<file path="src/rtl/ucore_dispatch.sv">
// ucore_dispatch
//   Shares one microcoded core among NREQ requesters. A round-robin arbiter
//   picks a job in IDLE, the operand is latched onto core_in, the core is
//   launched with a one-cycle core_start pulse, and the result (or a timeout
//   abort) is returned to the winning requester.
//
//   Handshakes: a transfer happens on a rising edge where valid and ready are
//   both 1. Requests: req_valid[i] with req_ready[i]; req_ready is one-hot on
//   the arbitration winner and only asserted in IDLE. Responses: rsp_valid[g]
//   with rsp_ready[g]; rsp_valid/rsp_data/rsp_err stay stable until the
//   transfer, and rsp_ready bits of other requesters are ignored.
//
// Ports
//   clk        clock, rising edge
//   aresetn    asynchronous active-low reset
//   req_valid  [NREQ]     per-requester job request
//   req_data   [NREQ*DW]  per-requester operand, slice i = [i*DW +: DW]
//   req_ready  [NREQ]     one-hot job accept (combinational, IDLE only)
//   rsp_valid  [NREQ]     one-hot result valid
//   rsp_data   [DW]       shared result
//   rsp_err    1          timeout flag, qualified by rsp_valid
//   rsp_ready  [NREQ]     per-requester result accept
//   core_in    [DW]       operand to the core, held until the next grant
//   core_start 1          one-cycle launch pulse
//   core_done  1          core completion, sampled only in WAIT
//   core_out   [DW]       core result, valid with core_done
//   state_dbg  [2]        current FSM state (0 IDLE, 1 LAUNCH, 2 WAIT, 3 RESPOND)
module ucore_dispatch #(
  parameter int NREQ    = 4,
  parameter int DW      = 32,
  parameter int TIMEOUT = 1023
) (
  input  logic               clk,
  input  logic               aresetn,
  input  logic [NREQ-1:0]    req_valid,
  input  logic [NREQ*DW-1:0] req_data,
  output logic [NREQ-1:0]    req_ready,
  output logic [NREQ-1:0]    rsp_valid,
  output logic [DW-1:0]      rsp_data,
  output logic               rsp_err,
  input  logic [NREQ-1:0]    rsp_ready,
  output logic [DW-1:0]      core_in,
  output logic               core_start,
  input  logic               core_done,
  input  logic [DW-1:0]      core_out,
  output logic [1:0]         state_dbg
);

  localparam int GW  = $clog2(NREQ);
  localparam int CW  = GW + 1;
  localparam int TW  = $clog2(TIMEOUT + 1);
  localparam int TW1 = TW + 1;

  typedef enum logic [1:0] {
    S_IDLE    = 2'd0,
    S_LAUNCH  = 2'd1,
    S_WAIT    = 2'd2,
    S_RESPOND = 2'd3
  } state_t;

  state_t          state;
  state_t          state_nx;
  logic [GW-1:0]   grant;
  logic [GW-1:0]   last_grant;
  logic [GW-1:0]   win_idx;
  logic            win_found;
  logic [CW-1:0]   cand;
  logic [TW-1:0]   timer;
  logic [TW1-1:0]  timer_inc;
  logic            timeout_hit;
  logic            rsp_fire;

  // Round-robin search: candidates last_grant+1, +2, ... with wrap. The
  // extra bit in cand holds the unwrapped sum so one subtraction suffices.
  always_comb begin
    win_found = 1'b0;
    win_idx   = '0;
    cand      = '0;
    for (int k = 0; k < NREQ; k++) begin
      cand = {1'b0, last_grant} + CW'(k + 1);
      if (cand >= CW'(NREQ)) cand = cand - CW'(NREQ);
      if (!win_found && req_valid[cand[GW-1:0]]) begin
        win_found = 1'b1;
        win_idx   = cand[GW-1:0];
      end
    end
  end

  // timer holds the number of WAIT cycles already finished, so timer+1 is
  // the count including the current one; the abort fires on the TIMEOUT-th
  // WAIT cycle and the counter never exceeds TIMEOUT.
  assign timer_inc   = {1'b0, timer} + TW1'(1);
  assign timeout_hit = (timer_inc == TW1'(TIMEOUT));
  assign rsp_fire    = (state == S_RESPOND) && rsp_ready[grant];
  assign state_dbg   = state;

  always_ff @(posedge clk or negedge aresetn) begin
    if (!aresetn) state <= S_IDLE;
    else          state <= state_nx;
  end

  always_comb begin
    state_nx   = state;
    req_ready  = '0;
    rsp_valid  = '0;
    core_start = 1'b0;
    case (state)
      S_IDLE: begin
        // Gated by aresetn so every output reads zero while reset is held.
        if (win_found && aresetn) begin
          req_ready[win_idx] = 1'b1;
          state_nx           = S_LAUNCH;
        end
      end
      S_LAUNCH: begin
        core_start = 1'b1;
        state_nx   = S_WAIT;
      end
      S_WAIT: begin
        if (core_done || timeout_hit) state_nx = S_RESPOND;
      end
      S_RESPOND: begin
        rsp_valid[grant] = 1'b1;
        if (rsp_fire) state_nx = S_IDLE;
      end
      default: state_nx = S_IDLE;
    endcase
  end

  always_ff @(posedge clk or negedge aresetn) begin
    if (!aresetn) begin
      core_in    <= '0;
      grant      <= '0;
      last_grant <= GW'(NREQ - 1);
      timer      <= '0;
      rsp_data   <= '0;
      rsp_err    <= 1'b0;
    end else begin
      case (state)
        S_IDLE: begin
          if (win_found) begin
            core_in <= req_data[int'(win_idx)*DW +: DW];
            grant   <= win_idx;
          end
        end
        S_LAUNCH: timer <= '0;
        S_WAIT: begin
          // Completion has priority over a timeout in the same cycle.
          if (core_done) begin
            rsp_data <= core_out;
            rsp_err  <= 1'b0;
          end else begin
            timer <= timer_inc[TW-1:0];
            if (timeout_hit) begin
              rsp_data <= '0;
              rsp_err  <= 1'b1;
            end
          end
        end
        S_RESPOND: begin
          if (rsp_fire) last_grant <= grant;
        end
        default: ;
      endcase
    end
  end

endmodule

</file>
<file path="config.mk">
export PLATFORM = sky130hd
export DESIGN_NAME = ucore_dispatch
export DESIGN_NICKNAME = d
export VERILOG_FILES = /design/src/rtl/ucore_dispatch.sv
export SDC_FILE = /design/constraint.sdc
export NUM_CORES = 1
export LEC_CHECK = 0
export ABC_CLOCK_PERIOD_IN_PS = 2000
export BUFFER_PORTS_ARGS = -buffer_cell sky130_fd_sc_hd__clkbuf_2
export CORE_ASPECT_RATIO = 1.2
export CORE_MARGIN = 2
export CORE_UTILIZATION = 40
export CTS_BUF_LIST = sky130_fd_sc_hd__clkbuf_8 sky130_fd_sc_hd__clkbuf_16
export DETAILED_ROUTE_END_ITERATION = 12
export PLACE_DENSITY_LB_ADDON = 0.15
export SETUP_SLACK_MARGIN = 0.2
export SYNTH_ARGS = -nofsm -noshare
export SYNTH_HDL_FRONTEND = slang
export SYNTH_SLANG_ARGS = --single-unit
</file>
<file path="constraint.sdc">
create_clock -name clk -period 2 [get_ports clk]
set_input_delay 0.2 -clock clk [delete_from_list [all_inputs] [get_ports clk]]
set_output_delay 0.2 -clock clk [all_outputs]
set_load 0.01 [all_outputs]
</file>
# Word level (Yosys, flattened, before mapping)
# Index checks and enable logic that the tools add are counted.
# word_totals
register_bits	81
latchBits	0
ramBits	0
rom_bits	0
in_bits	171
out_inout_bits	76
wordCells	96
memories	0
# op_classes
addsub	9
n_mul	0
div	0
n_lt_le_gt_ge	12
eq_ne	8
n_shift	1
muxes	40
n_bitwise	0
reduce_logical	19
# ops
operator	n
$shiftx A128 B8 Y32	1
$mux W32	2
$mux W2	11
$pmux W10 S2	1
$lt A2 B3 Y1 const B	6
$mux W1	14
$ge A3 B3 Y1 const B	4
$mux W4	3
$add A10 B1 Y11 const B	1
$eq A11 B10 Y1 const B	1
$bmux W1 S2	5
$mux W10	1
$ne A2 B2 Y1 const B	4
$pmux W2 S4	1
$reduce_and A2 Y1	4
$sub A2 B1 Y2 const B	4
$logic_and A1 B1 Y1	7
$add A2 B2 Y3 const B	2
$demux W1 S2	2
$eq A2 B2 Y1 const B	2
$ge A2 B1 Y1 const B	2
$reduce_bool A2 Y1	2
$add A2 B1 Y3 const B	1
$add A2 B3 Y3 const B	1
5 further kinds	7

# Depth between registers and ports, before layout
# Gate-level depths: netlist of run 1.
# depth
word_depth	21
ltp_mapped	8
depth_no_buf	7

# Worst setup path before layout of run 1
# Ideal clock, no wire load.
# synth_timing
path_type	flip-flop to flip-flop
from	register timer[0]
to	register rsp_data[10]
setup_ps	121
t_arrival_ps	1950
t_required_ps	1879
slack_ps	-71
path_stages_with_launch	9
n_path_buf	1
synth_period_minus_slack_ps	2071
path_cell_list	dfrtp_1 > ha_1 > and2_2 > o31ai_1 > nand3_1 > a211oi_4 > o21ai_4 > buf_6 > a22o_1
# synth_via
elab_chain_len	4
# synth_rtl
element	line_no	source
start: declaration	68	logic [TW-1:0] timer;
start signal: assignment	153	timer <= timer_inc[TW-1:0];
$add A10 B1 Y11	92	assign timer_inc = {1'b0, timer} + TW1'(1);
$eq A11 B10 Y1	93	assign timeout_hit = (timer_inc == TW1'(TIMEOUT));
$reduce_bool A2 Y1 (no line)	n/a	
$reduce_and A2 Y1 (no line)	n/a	
end signal: assignment	150	rsp_data <= core_out;
end: declaration	39	output logic [DW-1:0] rsp_data,
# Every way passes these cells.
# A chain may end at the register's enable or synchronous reset.

# Worst setup path after layout of run 1
# layout_timing
from	register last_grant[1]
to	register core_in[23]
# layout_via
elab_chain_len	16
word_cells_on_any_way	40
classes_between	add/sub (8); order compare (4); shift (1); mux (20); reduce/logical (7)
# layout_rtl
element	line_no	source
start: declaration	64	logic [GW-1:0] last_grant;
start signal: assignment	134	last_grant <= GW'(NREQ - 1);
start signal: assignment	161	if (rsp_fire) last_grant <= grant;
$add A2 B1 Y3	80	cand = {1'b0, last_grant} + CW'(k + 1);
$ge A3 B3 Y1 or $sub A2 B1 Y2 (tied branches)	81	if (cand >= CW'(NREQ)) cand = cand - CW'(NREQ);
$mux W2	81	
$bmux W1 S2	82	if (!win_found && req_valid[cand[GW-1:0]]) begin
$mux W1 (not written as such)	82	
$mux W1	82	
$logic_not A1 Y1	82	
$logic_and A1 B1 Y1	82	
$mux W1	82	
$logic_not A1 Y1	82	
$logic_and A1 B1 Y1	82	
$mux W1	82	
$logic_not A1 Y1	82	
$logic_and A1 B1 Y1	82	
$mux W2 or $mux W1 (tied branches)	82	
$shiftx A128 B8 Y32 or $reduce_and A2 Y1 (tied branches)	n/a	
end signal: assignment	142	core_in <= req_data[int'(win_idx)*DW +: DW];
end: declaration	42	output logic [DW-1:0] core_in,
# Parallel ways exist; a longest one is shown, timed or not. The select of a mux whose other input is x is not followed.

==> results of run 1 <==
[sequential cells by signal, indices dropped and copies added (netlist names)]
name,flops
last_grant,2
state_dbg,2
rsp_err,1
grant,2
rsp_data,32
timer,10
core_in,32
[cell type report]
type / count / area, um^2
multi-input cells: 275 / 2360
flip-flops and latches: 81 / 2030
repair buffers: 281 / 1610
clock buffers: 9 / 225
inverters: 6 / 22.5
well taps: 129 / 161
clock inverters: 7 / 103
fillers: 885 / 4050
[kinds of logic after synthesis]
group           count (synthesis)  share of synthesized area [%]
simple gates                   92                           9.77
mux                            70                           17.3
fa+ha+maj                       6                           1.72
flops                          81                           46.5
xor+xnor                        2                          0.401
buf+inv                        33                           4.67
compound gates                102                           19.6
[critical path, stage by stage (launching register included)]
cell,delay [ns]
dfstp_2,0.56
nand2b_4,0.13
a21boi_2,0.06
o21ai_4,0.27
buf_6,0.32
mux2_4,0.33
a221o_1,0.31
[routing by layer]
layer | wire, um | vias up
li1 | - | 1994
met1 | 5240 | 2019
met2 | 6870 | 193
met3 | 1020 | 23
met4 | 274 | 0
met5 | 0 | -
[worst max-delay path by stage]
stage / start / to / slack (ns) / cells after the start
2_1_floorplan: timer[1] / rsp_data[10] / 0.01 / 8
3_3_place_gp: last_grant[1] / core_in[23] / -0.06 / 6
3_5_place_dp: last_grant[1] / core_in[23] / -0.10 / 6
4_1_cts: last_grant[1] / core_in[22] / -0.08 / 8
5_1_grt: last_grant[1] / req_ready[2] / -0.19 / 6
6_report: last_grant[1] / core_in[23] / -0.09 / 6
[cells in the final DEF, fill, tap and decap left out, types with 2 or more instances in the layout]
| cell | instances |
|---|---|
| a21oi_1 | 6 |
| a21oi_2 | 3 |
| a221o_1 | 32 |
| a22o_1 | 30 |
| a22o_2 | 2 |
| a31oi_1 | 4 |
| buf_12 | 5 |
| buf_2 | 2 |
| buf_4 | 20 |
| buf_6 | 9 |
| bufinv_16 | 2 |
| clkbuf_16 | 10 |
| clkbuf_2 | 243 |
| clkinv_4 | 2 |
| dfrtp_1 | 79 |
| dfstp_2 | 2 |
| ha_1 | 3 |
| ha_2 | 3 |
| inv_1 | 6 |
| inv_6 | 2 |
| mux2_2 | 10 |
| mux2_4 | 25 |
| mux2i_1 | 34 |
| nand2_1 | 19 |
| nand2b_1 | 4 |
| nand3_1 | 5 |
| nand4_1 | 2 |
| nor2_1 | 42 |
| nor2_2 | 2 |
| nor3b_2 | 2 |
| o21ai_0 | 14 |
| o21ai_4 | 6 |
| o31ai_1 | 2 |
[per-stage QoR]
| stage | utilization [%] | power [mW] | cell area (um^2) | setup TNS (ns) | cells |
|---|---|---|---|---|---|
| 3_5_place_dp | 56.7 | 7.19 | 5990 | -3.37 | 765 |
| 6_report | 61.7 | 9.18 | 6520 | -1.36 | 788 |
| 3_3_place_gp | 56.7 | 7.09 | 5990 | -0.693 | 765 |
| 2_1_floorplan | - | 5.55 | 4510 | 0 | 386 |
| 5_1_grt | 61.7 | 9.74 | 6520 | -5.92 | 788 |
| 4_1_cts | 61.0 | 9.14 | 6440 | -0.987 | 787 |
[timing repair]
item                                   in CTS  in global routing
pin swaps                                   8                  8
hold buffers                                1                  0
setup endpoints to repair                  70                 77
buffers inserted                            2                  0
gates cloned                                3                  1
endpoints found under the hold margin       4                  0
gates resized for setup                    15                 15
[power by group]
group | leakage [nW] | switching, mW | total, mW | internal, mW
Combinational | 2.32 | 2.22 | 4.55 | 2.33
Clock | 0.157 | 0.678 | 1.78 | 1.11
Sequential | 1.02 | 0.469 | 2.84 | 2.37
==> out/qor.yml, run 1 <==
async_flop_share_pct: 100
htreeDepth: 3
crit_type: "flop to flop"
wirelength_um: 13400
skew_ns: 0.00553
path_max_fanout: 21
dieArea_um2: 11800
finalNetCount: 831
grt_use_met1_pct: 26.2
finalSetupViolations: 33
syn_nets: 563
synth_top_area_share_pct: 45.3
cts_tree: "built"
start_kind: "flop"
die_x_um: 99.4
reg2reg_depth: 6
total_leakage_power_nw: 3.49
ys_warn_count: 0
violations: "negative setup slack"
clockBufferDepth: 2
synth.distinct_cells: 49
hp-class: "input pin to flop"
synthTopCellsByCount: "79 x dfrtp_1, 44 x nor2_1, 34 x mux2i_1, 32 x a221o_1, 30 x a22o_1"
hold_viol: 0
grt_start_max_net_pins: 41
syn_area_um2: 4370
dr.pass1.iters: 4
regToRegEndpoint: "core_in[23]"
synth.most_common_cell: "dfrtp_1"
min_period_ns: 2.09
drcViolationCount: 0
required_ns: 2.22
grt_use_total_pct: 22.3
reg2reg_setup_slack_ns: -0.09
grt_pass1_vias: 4270
relSlewSlack_pct: 66.2
slew_viol_final: 0
period_share_pct: 105
tightest_slew_ns: 0.507
rsz0062_at_grt: "yes"
yosysTopAreaCell: "dfrtp_1"
start_util_pct: 41.3
hold_depth: 2
end_kind: "flop"
syn2layout_area_growth_pct: 49.3
avgViaCountPerCell: 5.37
drt_iter0_drc: 157
wl_per_cell_um: 17.0
cts_root_buffer: "clkbuf_16"
numClockSinks: 81
fmax_ghz: 0.477
numPortBuffers: 246
holdCritStartpoint: "core_out[2]"
crit_arrival_ns: 2.31
cap_viol_max_count: 0
ys_seq_elements: 81
num_antenna_cells: 0
r2r_start: "last_grant[1]"
core_um2: 10600
cts_made_buffers: 9
outcome: "finished, violations left"
hold_ws_ns: 0.0868
antenna_found_initial: 0
power_density_nw_per_um2: 1410
path_clk_slew_ns: 0.06
synthTopCellsByArea: "dfrtp_1 45%, mux2i_1 7.8%, mux2_2 7.5%"
synth-edff-count: 0
worst_slack_ns: -0.0944
place_congestion: 0.818
dp_hpwl_um: 9920
synth_cells: 386
clk_latency_ns: 0.33
grt_pass1_wl_um: 20900
synth_area_per_cell_um2: 11.3
die_h_um: 118
synth_flop_cell: "dfrtp_1"
top_usage_layer: "met2"
min_to: "rsp_data[2]"
ios: 247
final_layout_size_suffix_gt1_share_pct: 55.2
grt-ovfl-total: 0
met2_usage_pct: 38.9
place_ws_ns: -0.102
ant_nets: 0
via_count: 4229
grt_use_met3_pct: 5.91
yosysSeqAreaShare_pct: 46.5
rows: 41
ir_drop_mv: 0.550
Power figures use the tool's default switching activity.
==> inputs of run 2 (changes only) <==
--- a/config.mk
+++ b/config.mk
@@ -6,13 +6,15 @@
 export NUM_CORES = 1
 export LEC_CHECK = 0
 export ABC_CLOCK_PERIOD_IN_PS = 2000
-export BUFFER_PORTS_ARGS = -buffer_cell sky130_fd_sc_hd__clkbuf_2
 export CORE_ASPECT_RATIO = 1.2
 export CORE_MARGIN = 2
-export CORE_UTILIZATION = 40
+export CORE_UTILIZATION = 45
 export CTS_BUF_LIST = sky130_fd_sc_hd__clkbuf_8 sky130_fd_sc_hd__clkbuf_16
 export DETAILED_ROUTE_END_ITERATION = 12
+export DONT_BUFFER_PORTS = 1
+export HOLD_SLACK_MARGIN = 0.06
 export PLACE_DENSITY_LB_ADDON = 0.15
+export RECOVER_POWER = 50
 export SETUP_SLACK_MARGIN = 0.2
 export SYNTH_ARGS = -nofsm -noshare
 export SYNTH_HDL_FRONTEND = slang
==> run 2 against run 1 <==
Against the previous run: the flow finishes with violations (negative hold slack, negative setup slack); first-iteration DRC count grew 3.2%; routed wire length shrank 1.7%; via count down 17%; design area is 9.9% lower; sequential share of layout area is 3.4 points higher; worst hold slack worse by 0.53 ns; global-route usage grew 1.8 points; total power down 3.1%; fmax is 1.2% higher; clock skew rose by 0.0034 ns; non-clock buffer count shrank 202; largest power group unchanged.
==> out/qor.yml, run 2 (synthesis results as in run 1) <==
drcViolationCount: 0  # unchanged
grt_pass1_wl_um: 19500  # -6.5%
finalSetupViolations: 52  # +58%
cts_made_buffers: 9  # unchanged
dp_hpwl_um: 8500  # -14%
place_congestion: 0.808  # -1.2%
start_util_pct: 46.1  # +4.8 points
period_share_pct: 103  # -1.3 points
grt_use_total_pct: 24.1  # +1.8 points
grt_use_met3_pct: 9.07  # +3.2 points
grt_use_met1_pct: 26.2  # +0.059 points
dr.pass1.iters: 4  # unchanged
rows: 39  # -4.9%
hold_ws_ns: -0.446  # -0.533 ns
crit_buf_inv: 2  # +1
relSlewSlack_pct: 72.0  # +5.7 points
die_h_um: 112  # -5.5%
crit_arrival_ns: 2.29  # -0.02 ns
violations: "negative hold slack, negative setup slack"
finalSetupTns_ns: -1.26  # +0.0927 ns
final_layout_size_suffix_gt1_share_pct: 30.4  # -25 points
rsz0062_at_grt: "yes"
skew_ns: 0.00892  # +0.00339 ns
fin_area_um2: 5870  # -9.9%
avgViaCountPerCell: 6.03  # +12%
finalNetCount: 629  # -24%
drt_iter0_drc: 162  # +3.2%
ant_nets: 0  # unchanged
cp_common_cell: "buf_6"
area.sequential_um2: 2030  # about the same
wl_per_cell_um: 22.7  # +34%
place_ws_ns: -0.103  # -0.00138 ns
start_kind: "flop"
ios: 247  # unchanged
die_x_um: 93.9  # -5.5%
core_um2: 9470  # -10%
syn2layout_area_growth_pct: 34.5
grt_pass1_vias: 3624  # -15%
crit_family: "compound AO/OA/AOI/OAI gates"
ir_drop_mv: 0.639  # +16%
total_leakage_power_nw: 2.74  # -22%
numPortBuffers: 0  # -100%
path_clk_slew_ns: 0.07  # about the same
wirelength_um: 13200  # -1.7%
fmax_ghz: 0.483  # +1.2%
dieArea_um2: 10500  # -11%
antenna_found_initial: 1  # +1
place_inst: 511  # -33%
num_antenna_cells: 0  # unchanged
layout_commonest_cell: "dfrtp_1"
worst_slack_ns: -0.0687  # +0.0257 ns
clk_latency_ns: 0.33  # about the same
grt_start_max_net_pins: 84  # +100%
htreeDepth: 3  # unchanged
power.total_mw: 8.89  # -3.1%
cts_tree: "built"
min_period_ns: 2.07  # -0.0257 ns
crit_type: "flop to flop"
hp-class: "input pin to async pin"
tightest_slew_ns: 0.421  # -0.0862 ns
critPathSlowestCell: "dfrtp_1"
outcome: "finished, violations left"
required_ns: 2.22  # about the same
end_kind: "flop"
reg2reg_setup_slack_ns: -0.07  # +0.03 ns
grt-ovfl-total: 0  # unchanged
numClockSinks: 81  # unchanged
via_count: 3496  # -17%
path_cells: "ha_2 > and2_4 > o31ai_4 > nand3_2 > a211oi_4 > buf_6 > buf_6 > o21ai_4 > mux2_4"
fin_util_pct: 62.0  # +0.37 points
final_cell_mix: "78 x dfrtp_1, 42 x nor2_1"
fin_cells: 580  # -26%
cap_viol_max_count: 0  # unchanged
clockBufferDepth: 2  # unchanged
hold_buffers: 32  # +31
placed_area_um2: 4710  # -21%
nFillCells: 779  # -12%
hold_viol: 81  # +81
path_max_fanout: 3  # -86%
slew_viol_final: 0  # unchanged
multiInputGateArea_um2: 2460  # +4.2%
reg.largest.list: "core_in x32, rsp_data x32, timer x10"
critPathMaxStageDelay_ns: 0.38  # -0.18 ns
met2_usage_pct: 42.7  # +3.8 points
cts_root_buffer: "clkbuf_16"
power_density_nw_per_um2: 1510  # +7.6%
top_usage_layer: "met2"
## run 2: worst register-to-register path: stages, from the launching register on
cell and delay [ns]:
dfrtp_1 0.38, ha_2 0.19, and2_4 0.17, o31ai_4 0.19, nand3_2 0.13, a211oi_4 0.29, buf_6 0.15, buf_6 0.10
o21ai_4 0.05, mux2_4 0.30
## run 2: path summary, 6_finish.rpt
| path | depth (start not counted) | from | to |
|---|---|---|---|
| max in group asynchronous | 0 | aresetn | last_grant[1] |
| min in group clk | 3 | core_done | timer[1] |
| hold reg to reg | 1 | timer[6] | timer[6] |
| setup reg to reg | 9 | timer[1] | state_dbg[1] |
| setup / recovery | 9 | timer[1] | state_dbg[1] |
| hold / removal | 0 | aresetn | state_dbg[0] |
## run 2: power breakdown
| group | switching, mW | internal (mW) | leakage, nW | total [mW] |
|---|---|---|---|---|
| Combinational | 1.64 | 2.10 | 1.57 | 3.75 |
| Clock | 0.723 | 1.12 | 0.159 | 1.84 |
| Sequential | 0.935 | 2.37 | 1.01 | 3.31 |
| Total | 3.30 | 5.59 | 2.74 | 8.89 |
## run 2: layout make-up
cell class	instances	share of cell area [%]
Timing Repair Buffer	79	14.9
Clock buffer	9	3.84
Tap cell	123	2.62
Sequential cell	81	34.6
Multi-Input combinational cell	275	41.9
Clock inverter	7	1.79
Inverter	6	0.384
## run 2: per-layer routing
metal,part of all wire [%],wire length (um)
met5,0.099,13
met4,2.1,283
met1,36,4760
met2,52,6910
met3,9.2,1210
## run 2: repair_timing
action                                  4_1_cts  5_1_grt
hold endpoints to repair                    113       81
cloned                                        6        1
buffers inserted                              9        5
resized for setup                            34       28
pin swaps                                    11       12
endpoints found under the setup margin       79       79
==> inputs of run 3 (changes only) <==
==> constraint.sdc (replaced) <==
create_clock -name clk -period 2 [get_ports clk]
set_input_delay 0.2 -clock clk [delete_from_list [all_inputs] [get_ports clk]]
set_output_delay 0.2 -clock clk [all_outputs]
set_load 0.1 [all_outputs]
==> run 3 against run 2 <==
Against the previous run: the flow still finishes with violations (negative hold slack, negative setup slack); global-route usage rose by 2.5 points; design area up 12%; first-iteration DRC count decreased by 3.7%; non-clock buffer count grew 85; die area is the same; critical path depth down 2; sequential share of layout area shrank 3.6 points; worst setup slack worse by 0.037 ns; critical path type unchanged; largest cell class unchanged; highest routed layer unchanged.
==> out/qor.yml, run 3 (synthesis results as in run 1) <==
outcome: "finished, violations left"
violations: "negative hold slack, negative setup slack"
num_antenna_cells: 0  # unchanged
antenna_found_initial: 1  # unchanged
numPortBuffers: 0  # unchanged
place_inst: 587  # +15%
syn2layout_area_growth_pct: 50.8
period_share_pct: 105  # +1.8 points
via_count: 3884  # +11%
end_kind: "flop"
dp_hpwl_um: 9150  # +7.6%
cts_root_buffer: "clkbuf_16"
grt_start_max_net_pins: 84  # unchanged
path_max_fanout: 8  # +5
crit_type: "flop to flop"
path_clk_slew_ns: 0.07  # about the same
drt_iter0_drc: 156  # -3.7%
grt_pass1_wl_um: 21400  # +9.6%
avgViaCountPerCell: 5.84  # -3.1%
hold_buffers: 32  # unchanged
fin_cells: 665  # +15%
crit_start: "last_grant[1]"
die_h_um: 112  # unchanged
drcViolationCount: 0  # unchanged
dr.pass1.iters: 4  # unchanged
multiInputGateArea_um2: 2490  # +1.0%
start_kind: "flop"
r2r_start: "last_grant[1]"
place_congestion: 0.825  # +2.1%
final_cell_mix: "99 x buf_4, 77 x dfrtp_1, 41 x nor2_1, 33 x mux2i_1"
clockBufferDepth: 2  # unchanged
required_ns: 2.21  # about the same
wl_per_cell_um: 21.4  # -5.7%
grt-ovfl-total: 0  # unchanged
dieArea_um2: 10500  # unchanged
start_util_pct: 46.1  # unchanged
placed_area_um2: 5410  # +15%
cts_tree: "built"
core_um2: 9470  # unchanged
fmax_ghz: 0.475  # -1.8%
worst_slack_ns: -0.106  # -0.0369 ns
die_x_um: 93.9  # unchanged
clk_latency_ns: 0.33  # about the same
grt_use_total_pct: 26.6  # +2.5 points
finalNetCount: 714  # +14%
layout_commonest_cell: "buf_4"
slew_viol_final: 0  # unchanged
hold_ws_ns: -0.447  # -0.000605 ns
wirelength_um: 14200  # +8.1%
skew_ns: 0.00878  # -0.000140 ns
hp-class: "input pin to async pin"
hold_viol: 81  # unchanged
cap_viol_max_count: 0  # unchanged
finalSetupViolations: 38  # -27%
htreeDepth: 3  # unchanged
fin_area_um2: 6580  # +12%
rsz0062_at_grt: "yes"
crit_arrival_ns: 2.32  # +0.03 ns
reg.largest.list: "core_in x32, rsp_data x32, timer x10"
ios: 247  # unchanged
nFillCells: 699  # -10%
min_period_ns: 2.11  # +0.0369 ns
tightest_slew_ns: 0.576  # +0.156 ns
rows: 39  # unchanged
grt_pass1_vias: 4000  # +10%
area.sequential_um2: 2040  # +0.31%
numClockSinks: 81  # unchanged
relSlewSlack_pct: 61.6  # -10 points
ant_nets: 0  # unchanged
final_layout_size_suffix_gt1_share_pct: 42.8  # +12 points
cts_made_buffers: 9  # unchanged
-- run 3: cell types whose count changed in the layout (fill, tap and decap cells not counted), moves of 3 or more --
cell and change:
nor3b_4 +3, mux2_4 -8, buf_12 +7, mux2_2 +8, clkbuf_2 +3, ha_1 -3
buf_4 +76
-- run 3: stage by stage --
stage | hold slack (ns) | TNS, ns | setup slack (ns) | util, %
3_3_place_gp | -0.0935 | -0.280 | -0.0348 | 57.2
5_1_grt | -0.460 | -8.36 | -0.211 | 69.5
4_1_cts | -0.454 | -2.02 | -0.105 | 68.2
6_report | -0.447 | -2.22 | -0.106 | 69.5
2_1_floorplan | -0.0956 | -0.562 | -0.160 | -
3_5_place_dp | -0.0939 | -2.77 | -0.0789 | 57.2
-- run 3: worst max-delay path: stages (launching register included) --
cell	delay (ns)
dfstp_2	0.57
mux2i_1	0.20
o22a_1	0.20
o21ai_4	0.09
buf_6	0.16
buf_12	0.15
mux2_4	0.30
a221o_1	0.32
-- run 3: worst paths after layout --
check,cells past startpoint,slack (ns),endpoint
setup / recovery,7,-0.11,core_in[28]
hold / removal,0,-0.45,rsp_data[16]
setup reg to reg,7,-0.11,core_in[28]
hold reg to reg,1,0.50,rsp_data[11]
max in group asynchronous,0,2.24,last_grant[0]
min in group clk,3,0.11,timer[1]
-- run 3: final cells by class --
| class | count | area share (%) |
|---|---|---|
| well taps | 123 | 2.34 |
| multi-input cells | 275 | 37.8 |
| repair buffers | 164 | 24.3 |
| inverters | 6 | 0.418 |
| clock buffers | 9 | 3.42 |
| clock inverters | 7 | 0.836 |
| flip-flops and latches | 81 | 30.9 |
-- run 3: what timing repair did --
action                     in CTS  in global routing
hold endpoints to repair      113                 81
gates cloned                    6                  2
pin swaps                      19                 19
resized for setup              49                 10
setup endpoints to repair      70                 78
buffers inserted               16                  6
-- run 3: routing by layer --
layer	part of all wire [%]	vias to the layer above	global-route usage (%)
li1	-	1762	-
met1	37	1906	30.4
met2	54	199	48.5
met3	7.3	15	6.63
met4	1.0	2	7.73
met5	0.091	-	0
Power of run 3 is not shown: default switching activity piles up to over one toggle a cycle in this logic, so the estimate is an artifact.
